==> config.mk <==
export PLATFORM = sky130hd
export DESIGN_NAME = riscv_regdump
export DESIGN_NICKNAME = d
export VERILOG_FILES = /design/src/rtl/riscv_regdump.sv
export SDC_FILE = /design/constraint.sdc
export NUM_CORES = 1
export LEC_CHECK = 0
export BUFFER_PORTS_ARGS = -buffer_cell sky130_fd_sc_hd__buf_4
export CELL_PAD_IN_SITES_DETAIL_PLACEMENT = 0
export CELL_PAD_IN_SITES_GLOBAL_PLACEMENT = 2
export CORE_ASPECT_RATIO = 2
export CORE_MARGIN = 5
export CORE_UTILIZATION = 25
export DETAILED_ROUTE_END_ITERATION = 8
export GPL_ROUTABILITY_DRIVEN = 0
export PLACE_DENSITY = 0.85
export SETUP_SLACK_MARGIN = 0.15
export SLEW_MARGIN = 15
export SYNTH_ARGS = -nofsm -noshare
export SYNTH_HDL_FRONTEND = slang
export SYNTH_SLANG_ARGS = --single-unit
==> constraint.sdc <==
create_clock -name clock -period 1.7 [get_ports clock]
set_input_delay 0.17 -clock clock [delete_from_list [all_inputs] [get_ports clock]]
set_output_delay 0.17 -clock clock [all_outputs]
set_load 0.1 [all_outputs]
==> src/rtl/riscv_regdump.sv <==
// Streams a contiguous range of RISC-V integer registers out over a valid/ready port.
// Each beat reads the regfile in FETCH and holds the captured value through SEND.
module riscv_regdump #(
  parameter bit DUMP_X0 = 1'b1
) (
  input  logic        clock,
  input  logic        reset_n,
  input  logic        start_i,
  input  logic [4:0]  first_addr_i,
  input  logic [4:0]  last_addr_i,
  input  logic        abort_i,
  output logic [4:0]  rs_addr_o,
  input  logic [31:0] rs_data_i,
  output logic        dump_valid_o,
  input  logic        dump_ready_i,
  output logic [4:0]  dump_addr_o,
  output logic [31:0] dump_data_o,
  output logic        dump_last_o,
  output logic        busy_o,
  output logic        done_o,
  output logic        range_err_o,
  output logic        aborted_o
);

  typedef enum logic [1:0] {IDLE, FETCH, SEND} state_t;

  state_t      state_reg, state_next;
  logic [4:0]  cur_addr_reg, cur_addr_next;
  logic [4:0]  last_addr_reg, last_addr_next;
  logic [4:0]  dump_addr_reg, dump_addr_next;
  logic [31:0] dump_data_reg, dump_data_next;
  logic        dump_last_reg, dump_last_next;
  logic        done_reg, done_next;
  logic        range_err_reg, range_err_next;
  logic        aborted_reg, aborted_next;
  logic [4:0]  eff_first;
  logic        handshake;

  assign eff_first = (!DUMP_X0 && first_addr_i == 5'd0) ? 5'd1 : first_addr_i;
  assign handshake = (state_reg == SEND) && dump_ready_i;

  always_comb begin
    state_next     = state_reg;
    cur_addr_next  = cur_addr_reg;
    last_addr_next = last_addr_reg;
    dump_addr_next = dump_addr_reg;
    dump_data_next = dump_data_reg;
    dump_last_next = dump_last_reg;
    done_next      = 1'b0;
    range_err_next = 1'b0;
    aborted_next   = 1'b0;
    case (state_reg)
      IDLE: begin
        if (start_i) begin
          if (eff_first <= last_addr_i) begin
            cur_addr_next  = eff_first;
            last_addr_next = last_addr_i;
            state_next     = FETCH;
          end else begin
            done_next      = 1'b1;
            range_err_next = 1'b1;
          end
        end
      end
      FETCH: begin
        if (abort_i) begin
          state_next   = IDLE;
          aborted_next = 1'b1;
        end else begin
          dump_data_next = rs_data_i;
          dump_addr_next = cur_addr_reg;
          dump_last_next = (cur_addr_reg == last_addr_reg);
          state_next     = SEND;
        end
      end
      SEND: begin
        // Completion of the final beat wins over a simultaneous abort.
        if (handshake && dump_last_reg) begin
          state_next = IDLE;
          done_next  = 1'b1;
        end else if (abort_i) begin
          state_next   = IDLE;
          aborted_next = 1'b1;
        end else if (handshake) begin
          cur_addr_next = cur_addr_reg + 5'd1;
          state_next    = FETCH;
        end
      end
      default: state_next = IDLE;
    endcase
  end

  always_ff @(posedge clock or negedge reset_n) begin
    if (!reset_n) begin
      state_reg     <= IDLE;
      cur_addr_reg  <= 5'd0;
      last_addr_reg <= 5'd0;
      dump_addr_reg <= 5'd0;
      dump_data_reg <= 32'd0;
      dump_last_reg <= 1'b0;
      done_reg      <= 1'b0;
      range_err_reg <= 1'b0;
      aborted_reg   <= 1'b0;
    end else begin
      state_reg     <= state_next;
      cur_addr_reg  <= cur_addr_next;
      last_addr_reg <= last_addr_next;
      dump_addr_reg <= dump_addr_next;
      dump_data_reg <= dump_data_next;
      dump_last_reg <= dump_last_next;
      done_reg      <= done_next;
      range_err_reg <= range_err_next;
      aborted_reg   <= aborted_next;
    end
  end

  assign rs_addr_o    = (state_reg == IDLE) ? 5'd0 : cur_addr_reg;
  assign dump_valid_o = (state_reg == SEND);
  assign busy_o       = (state_reg != IDLE);
  assign dump_addr_o  = dump_addr_reg;
  assign dump_data_o  = dump_data_reg;
  assign dump_last_o  = dump_last_reg;
  assign done_o       = done_reg;
  assign range_err_o  = range_err_reg;
  assign aborted_o    = aborted_reg;

endmodule
* Word level (Yosys, flattened, before mapping)
Cells that the tools add are included.
** Cells by class
- Add/subtract/negate cells :: 1
- $mul :: 0
- Divide/modulo/power cells :: 0
- Order comparisons :: 1
- Equal/unequal tests :: 9
- Shift operators :: 0
- Multiplexer cells :: 22
- Bitwise logic cells :: 1
- Reduce and logical (&&, ||, !) cells :: 9
** Operator list (count)
- two-way mux 5 bit :: 6
- two-way mux 2 bit :: 6
- one-hot mux 5 bit (2 select lines) :: 1
- inequality test 2 bit (second input constant) :: 4
- two-way mux 1 bit :: 6
- one-hot mux 2 bit (3 select lines) :: 1
- AND reduction 3 bit :: 2
- AND reduction 6 bit :: 1
- adder 5 x 1 -> 5 bit (second input constant) :: 1
- == test 5 bit :: 1
- <= comparator 5 bit :: 1
- inequality test 4 x 2 -> 1 bit (second input constant) :: 1
- one-hot mux 1 bit (2 select lines) :: 2
- nonzero test 2 bit :: 2
- == test 2 x 1 -> 1 bit (second input constant) :: 1
- == test 2 bit (second input constant) :: 1
- logical AND 1 bit :: 2
- logical NOT 2 bit :: 1
- inequality test 2 x 1 -> 1 bit (second input constant) :: 1
- AND reduction 2 bit :: 1
- NOT 1 bit :: 1
** Storage, ports and cells
- Flip-flop bits (word level) :: 53
- Latch bits :: 0
- Bits in writable memories :: 0
- Memory bits (read-only) :: 0
- Input port bits :: 47
- Output and inout port bits :: 48
- Logic and storage cells :: 52
- Memories :: 0

* Longest topological paths before layout
- Depth after elaboration :: 6
- Mapped depth :: 7

* Worst setup path after synthesis
OpenSTA, ideal clock, no wires.
- Kind :: register to register
- Start :: register state_reg[0]
- End :: register cur_addr_reg[0]
- Library setup time :: 128 ps
- Data arrival time :: 2322 ps
- Required time :: 1572 ps
- Slack :: -750 ps
- Stages on the path, launching flop included :: 7
- Path through :: dfrtp_1 > inv_1 > ha_1 > and4bb_1 > o22ai_1 > a21oi_1 > mux2_1
** Between the ends
- Word-level cells in the longest chain between the ends :: 5
- Elaborated cells between the ends (all ways) :: 12
** RTL lines
- from (decl) :: RTL line 27 : state_t state_reg, state_next;
- from (signal assigned) :: RTL line 105 : state_reg <= state_next;
- == test 2 bit (*)
- via dump_valid_o :: RTL line 14 : output logic dump_valid_o,
- logical AND 1 bit :: RTL line 40 : assign handshake = (state_reg == SEND) && dump_ready_i;
- logical AND 1 bit :: RTL line 78 : if (handshake && dump_last_reg) begin
- inequality test 2 bit (no line)
- AND reduction 6 bit (no line)
- to (signal assigned) :: RTL line 106 : cur_addr_reg <= cur_addr_next;
- to (decl) :: RTL line 28 : logic [4:0] cur_addr_reg, cur_addr_next;
Mark *: on every way through the listed nets, which the timed path passes. The rest lies on a longest branch.
A chain may end at the register's enable or synchronous reset.

* Final worst setup path
- Start :: register state_reg[1]
- End :: output busy_o
** Between the ends
- Word-level cells in the longest chain between the ends :: 1
** RTL lines
- nonzero test 2 bit :: RTL line 119 : assign busy_o = (state_reg != IDLE);
- to (decl) :: RTL line 19 : output logic busy_o,
Every way passes these cells.

==> run_summary.xml <==
<?xml version="1.0" encoding="UTF-8"?>
<metrics>
  <group name="placement">
    <metric name="detailed_place.area" unit="µm²">3526</metric>
    <metric name="dpl.hpwl" unit="mm">5.573</metric>
    <metric name="place_inst" unit="">501</metric>
    <metric name="place.port_buffers" unit="">94</metric>
  </group>
  <group name="outcome">
    <metric name="run_status" unit="">complete, no violations</metric>
  </group>
  <group name="route">
    <metric name="wirelength" unit="mm">7.386</metric>
    <metric name="detailedRoute.firstPassIterationCount" unit="">4</metric>
    <metric name="routed_vias" unit="">2135</metric>
    <metric name="drt_first_iter_violations" unit="">59</metric>
    <metric name="vias_per_cell" unit="">4.170</metric>
    <metric name="drc" unit="">0</metric>
    <metric name="antenna_left" unit="">0</metric>
    <metric name="routed_wire_length_per_instance" unit="µm">14.43</metric>
  </group>
  <group name="finish">
    <metric name="layout.filler_cells" unit="">1016</metric>
    <metric name="antenna_cells" unit="">0</metric>
    <metric name="number_of_non_filler_instances_in_the_completed_layout" unit="">512</metric>
    <metric name="largest_reg_flops" unit="">32</metric>
    <metric name="drive_above_1_share" unit="%">41.84</metric>
    <metric name="seqCellArea" unit="µm²">1326</metric>
    <metric name="area.growth.synth_to_final" unit="%">58.25</metric>
    <metric name="final_net_count" unit="">437</metric>
    <metric name="layout.cell_area.non_filler" unit="µm²">3913</metric>
    <metric name="multi_input_logic_area" unit="µm²">1256</metric>
  </group>
  <group name="hold_path">
    <metric name="timing.hold.worst.start" unit="">rs_data_i[5]</metric>
    <metric name="min-delay-path-class" unit="">input pin to register</metric>
  </group>
  <group name="setup_path">
    <metric name="worstSetupPathType" unit="">register to output pin</metric>
    <metric name="required" unit="ns">1.53</metric>
    <metric name="crit_buf_inv" unit="">4</metric>
    <metric name="timing.critical_path.arrival" unit="ns">1.47</metric>
    <metric name="endpoint_kind" unit="">output pin</metric>
    <metric name="worst_r2r_startpoint" unit="">state_reg[1]</metric>
    <metric name="critPathSlowestCell" unit="">sky130_fd_sc_hd__dfrtp_1</metric>
    <metric name="worstPathMaxFanout" unit="">5</metric>
    <metric name="cp_slowest_stage_delay" unit="ns">0.41</metric>
    <metric name="crit_path_start" unit="">state_reg[1]</metric>
    <metric name="family_with_the_most_delay_on_the_worst_path" unit="">buffers and inverters</metric>
    <metric name="critical_path.cell_chain" unit="">inv_2 -&gt; ha_4 -&gt; clkinvlp_4 -&gt; buf_6 -&gt; buf_12</metric>
    <metric name="setup.worst_path.start_class" unit="">register</metric>
  </group>
  <group name="die">
    <metric name="die-width" unit="µm">80.32</metric>
    <metric name="placement_rows" unit="">51</metric>
    <metric name="start_util" unit="%">25.49</metric>
    <metric name="dieHeight" unit="µm">150.6</metric>
    <metric name="io_pins" unit="">95</metric>
    <metric name="design.die.area" unit="µm²">12100</metric>
    <metric name="core_area" unit="µm²">9699</metric>
  </group>
  <group name="sta">
    <metric name="fin_crit_share" unit="%">96.65</metric>
    <metric name="timing_worst_slew_pin_value" unit="ns">0.7034</metric>
    <metric name="rsz0062_at_grt" unit="">true</metric>
    <metric name="period_needed" unit="ns">1.643</metric>
    <metric name="finalSetupTns" unit="ns">0</metric>
    <metric name="clock-skew-final" unit="ns">0.004864</metric>
    <metric name="relSlewSlack" unit="%">53.11</metric>
    <metric name="fmaxAchievable" unit="MHz">608.6</metric>
    <metric name="timing.hold.ws" unit="ns">0.06010</metric>
    <metric name="final-max-slew-violation-count" unit="">0</metric>
    <metric name="final_hold_vio_count" unit="">0</metric>
    <metric name="timing.final.setup_violations" unit="">0</metric>
  </group>
  <group name="grt">
    <metric name="grt_start_max_net_pins" unit="">54</metric>
    <metric name="grt_antenna_before_repair" unit="">0</metric>
    <metric name="globalRouteTotalUtil" unit="%">12.61</metric>
    <metric name="grt_overflow" unit="">0</metric>
    <metric name="grt_first_pass_wirelength" unit="mm">11.54</metric>
    <metric name="grt_pass1_vias" unit="">2219</metric>
  </group>
  <group name="clocking">
    <metric name="tritoncts.num_buffers" unit="">5</metric>
    <metric name="cts.htree.levels" unit="">2</metric>
    <metric name="clkLatencyLatePin" unit="ns">0.29</metric>
    <metric name="tritoncts_num_sinks" unit="">53</metric>
    <metric name="cts.reportedPaths.clkPinSlew" unit="ns">0.07</metric>
    <metric name="clock_path_buffers" unit="">2</metric>
    <metric name="cts.root.buffer_cell" unit="">sky130_fd_sc_hd__clkbuf_16</metric>
    <metric name="tritoncts_clock_tree" unit="">built</metric>
  </group>
  <group name="synthesis">
    <metric name="netlist_area_before_placement" unit="µm²">2472</metric>
    <metric name="synth_cell_type_count" unit="">40</metric>
    <metric name="net_count_synth" unit="">326</metric>
    <metric name="synth_area_leaders" unit="">sky130_fd_sc_hd__dfrtp_1, sky130_fd_sc_hd__nand2_1, sky130_fd_sc_hd__ha_1</metric>
    <metric name="cells_after_synth" unit="">269</metric>
    <metric name="dominantRegCellSynth" unit="">sky130_fd_sc_hd__dfrtp_1</metric>
    <metric name="synth-edff-count" unit="">0</metric>
    <metric name="synth_top_cell_by_area" unit="">sky130_fd_sc_hd__dfrtp_1</metric>
    <metric name="register_bit_count_reported_by_yosys" unit="">53</metric>
    <metric name="synthesis_warning_total" unit="">0</metric>
    <metric name="yosysTopAreaCellShare" unit="%">53.64</metric>
    <metric name="postSynthAreaPerCell" unit="µm²">9.191</metric>
    <metric name="synthArstFlopShare" unit="%">100.0</metric>
    <metric name="seq_area_frac_synth" unit="%">53.64</metric>
  </group>
  <group name="job">
    <metric name="maxCapViolations" unit="">0</metric>
  </group>
</metrics>
path summary, 6_finish.rpt:
check / to / slack, ns / depth (start not counted)
setup / recovery: busy_o / 0.06 / 5
hold / removal: dump_data_o[5] / 0.06 / 3
setup reg to reg: cur_addr_reg[2] / 0.06 / 6
hold reg to reg: dump_data_o[4] / 0.47 / 2
max in group asynchronous: last_addr_reg[0] / 0.75 / 2
min in group asynchronous: dump_data_o[16] / 0.47 / 2
cells by family (layout without fill, tap and decap cells):
family / after synthesis / after routing / share of synthesized area (%)
xor gates and xnor gates: 5 / 5 / 1.772
muxes: 8 / 8 / 3.644
adders and majority gates: 10 / 10 / 5.061
DFF: 53 / 53 / 53.64
buffers and inverters: 21 / 132 / 3.188
and+or+nand+nor: 148 / 148 / 25.46
AOI/OAI and AO/OA: 24 / 24 / 7.237
per-stage QoR:
| stage | setup slack, ns | utilization (%) |
|---|---|---|
| 2_1_floorplan | -0.2806 | - |
| 3_3_place_gp | -0.08697 | 36.35 |
| 3_5_place_dp | -0.1093 | 36.35 |
| 4_1_cts | 0.04878 | 39.15 |
| 5_1_grt | -0.009632 | 40.34 |
| 6_report | 0.05700 | 40.34 |
timing repair:
item,CTS,global route
endpoints found under the setup margin,14,41
hold endpoints to repair,53,0
cloned,0,0
pin swaps,4,8
gates resized for setup,24,23
hold buffers,1,0
setup buffers,2,1
routing by layer:
layer	GRT usage, %	share of wire (%)	vias to the layer above
met5	0	0	-
met4	6.261	2.7	0
met3	1.856	3.6	12
met2	23.75	58	54
met1	13.15	35	980
li1	-	-	1089
cells in the final DEF, fill, tap and decap left out, drive strengths merged, types with 2 or more instances in the layout:
cell	instances
a211oi	2
a21oi	8
a221oi	2
and2	2
buf	114
clkbuf	6
clkinvlp	2
dfrtp	53
ha	10
inv	9
mux2	8
nand2	115
nand3	4
nor2	8
nor2b	7
nor3	3
nor4	3
o21ai	4
o22ai	2
xnor2	3
xor2	2
Yosys cell counts, types with 2 or more instances:
| master | count |
|---|---|
| sky130_fd_sc_hd__a211oi_1 | 2 |
| sky130_fd_sc_hd__a21oi_1 | 7 |
| sky130_fd_sc_hd__and2_1 | 2 |
| sky130_fd_sc_hd__clkbuf_1 | 10 |
| sky130_fd_sc_hd__dfrtp_1 | 53 |
| sky130_fd_sc_hd__ha_1 | 10 |
| sky130_fd_sc_hd__inv_1 | 10 |
| sky130_fd_sc_hd__mux2_1 | 7 |
| sky130_fd_sc_hd__nand2_1 | 115 |
| sky130_fd_sc_hd__nand3_1 | 4 |
| sky130_fd_sc_hd__nor2_1 | 7 |
| sky130_fd_sc_hd__nor2b_1 | 7 |
| sky130_fd_sc_hd__nor3_1 | 2 |
| sky130_fd_sc_hd__nor4_1 | 3 |
| sky130_fd_sc_hd__o21ai_0 | 2 |
| sky130_fd_sc_hd__xnor2_1 | 3 |
| sky130_fd_sc_hd__xor2_1 | 2 |
cell type report:
class | count | share of cell area (%)
flip-flops and latches | 53 | 33.90
multi-input cells | 195 | 32.11
repair buffers | 115 | 24.98
well taps | 132 | 4.221
clock buffers | 6 | 3.550
inverters | 10 | 1.055
clock inverters | 1 | 0.1919
worst reg2reg max path, cell delays in order, from the launching register on:
cell	delay, ns
sky130_fd_sc_hd__dfrtp_1	0.39
sky130_fd_sc_hd__buf_6	0.13
sky130_fd_sc_hd__ha_4	0.15
sky130_fd_sc_hd__and4bb_1	0.24
sky130_fd_sc_hd__o22ai_4	0.10
sky130_fd_sc_hd__a221o_1	0.30
sky130_fd_sc_hd__a221oi_2	0.23
Power is left out: the tool's default activity adds up to more than one toggle a clock period on the data nets, which glitch-free logic cannot reach.
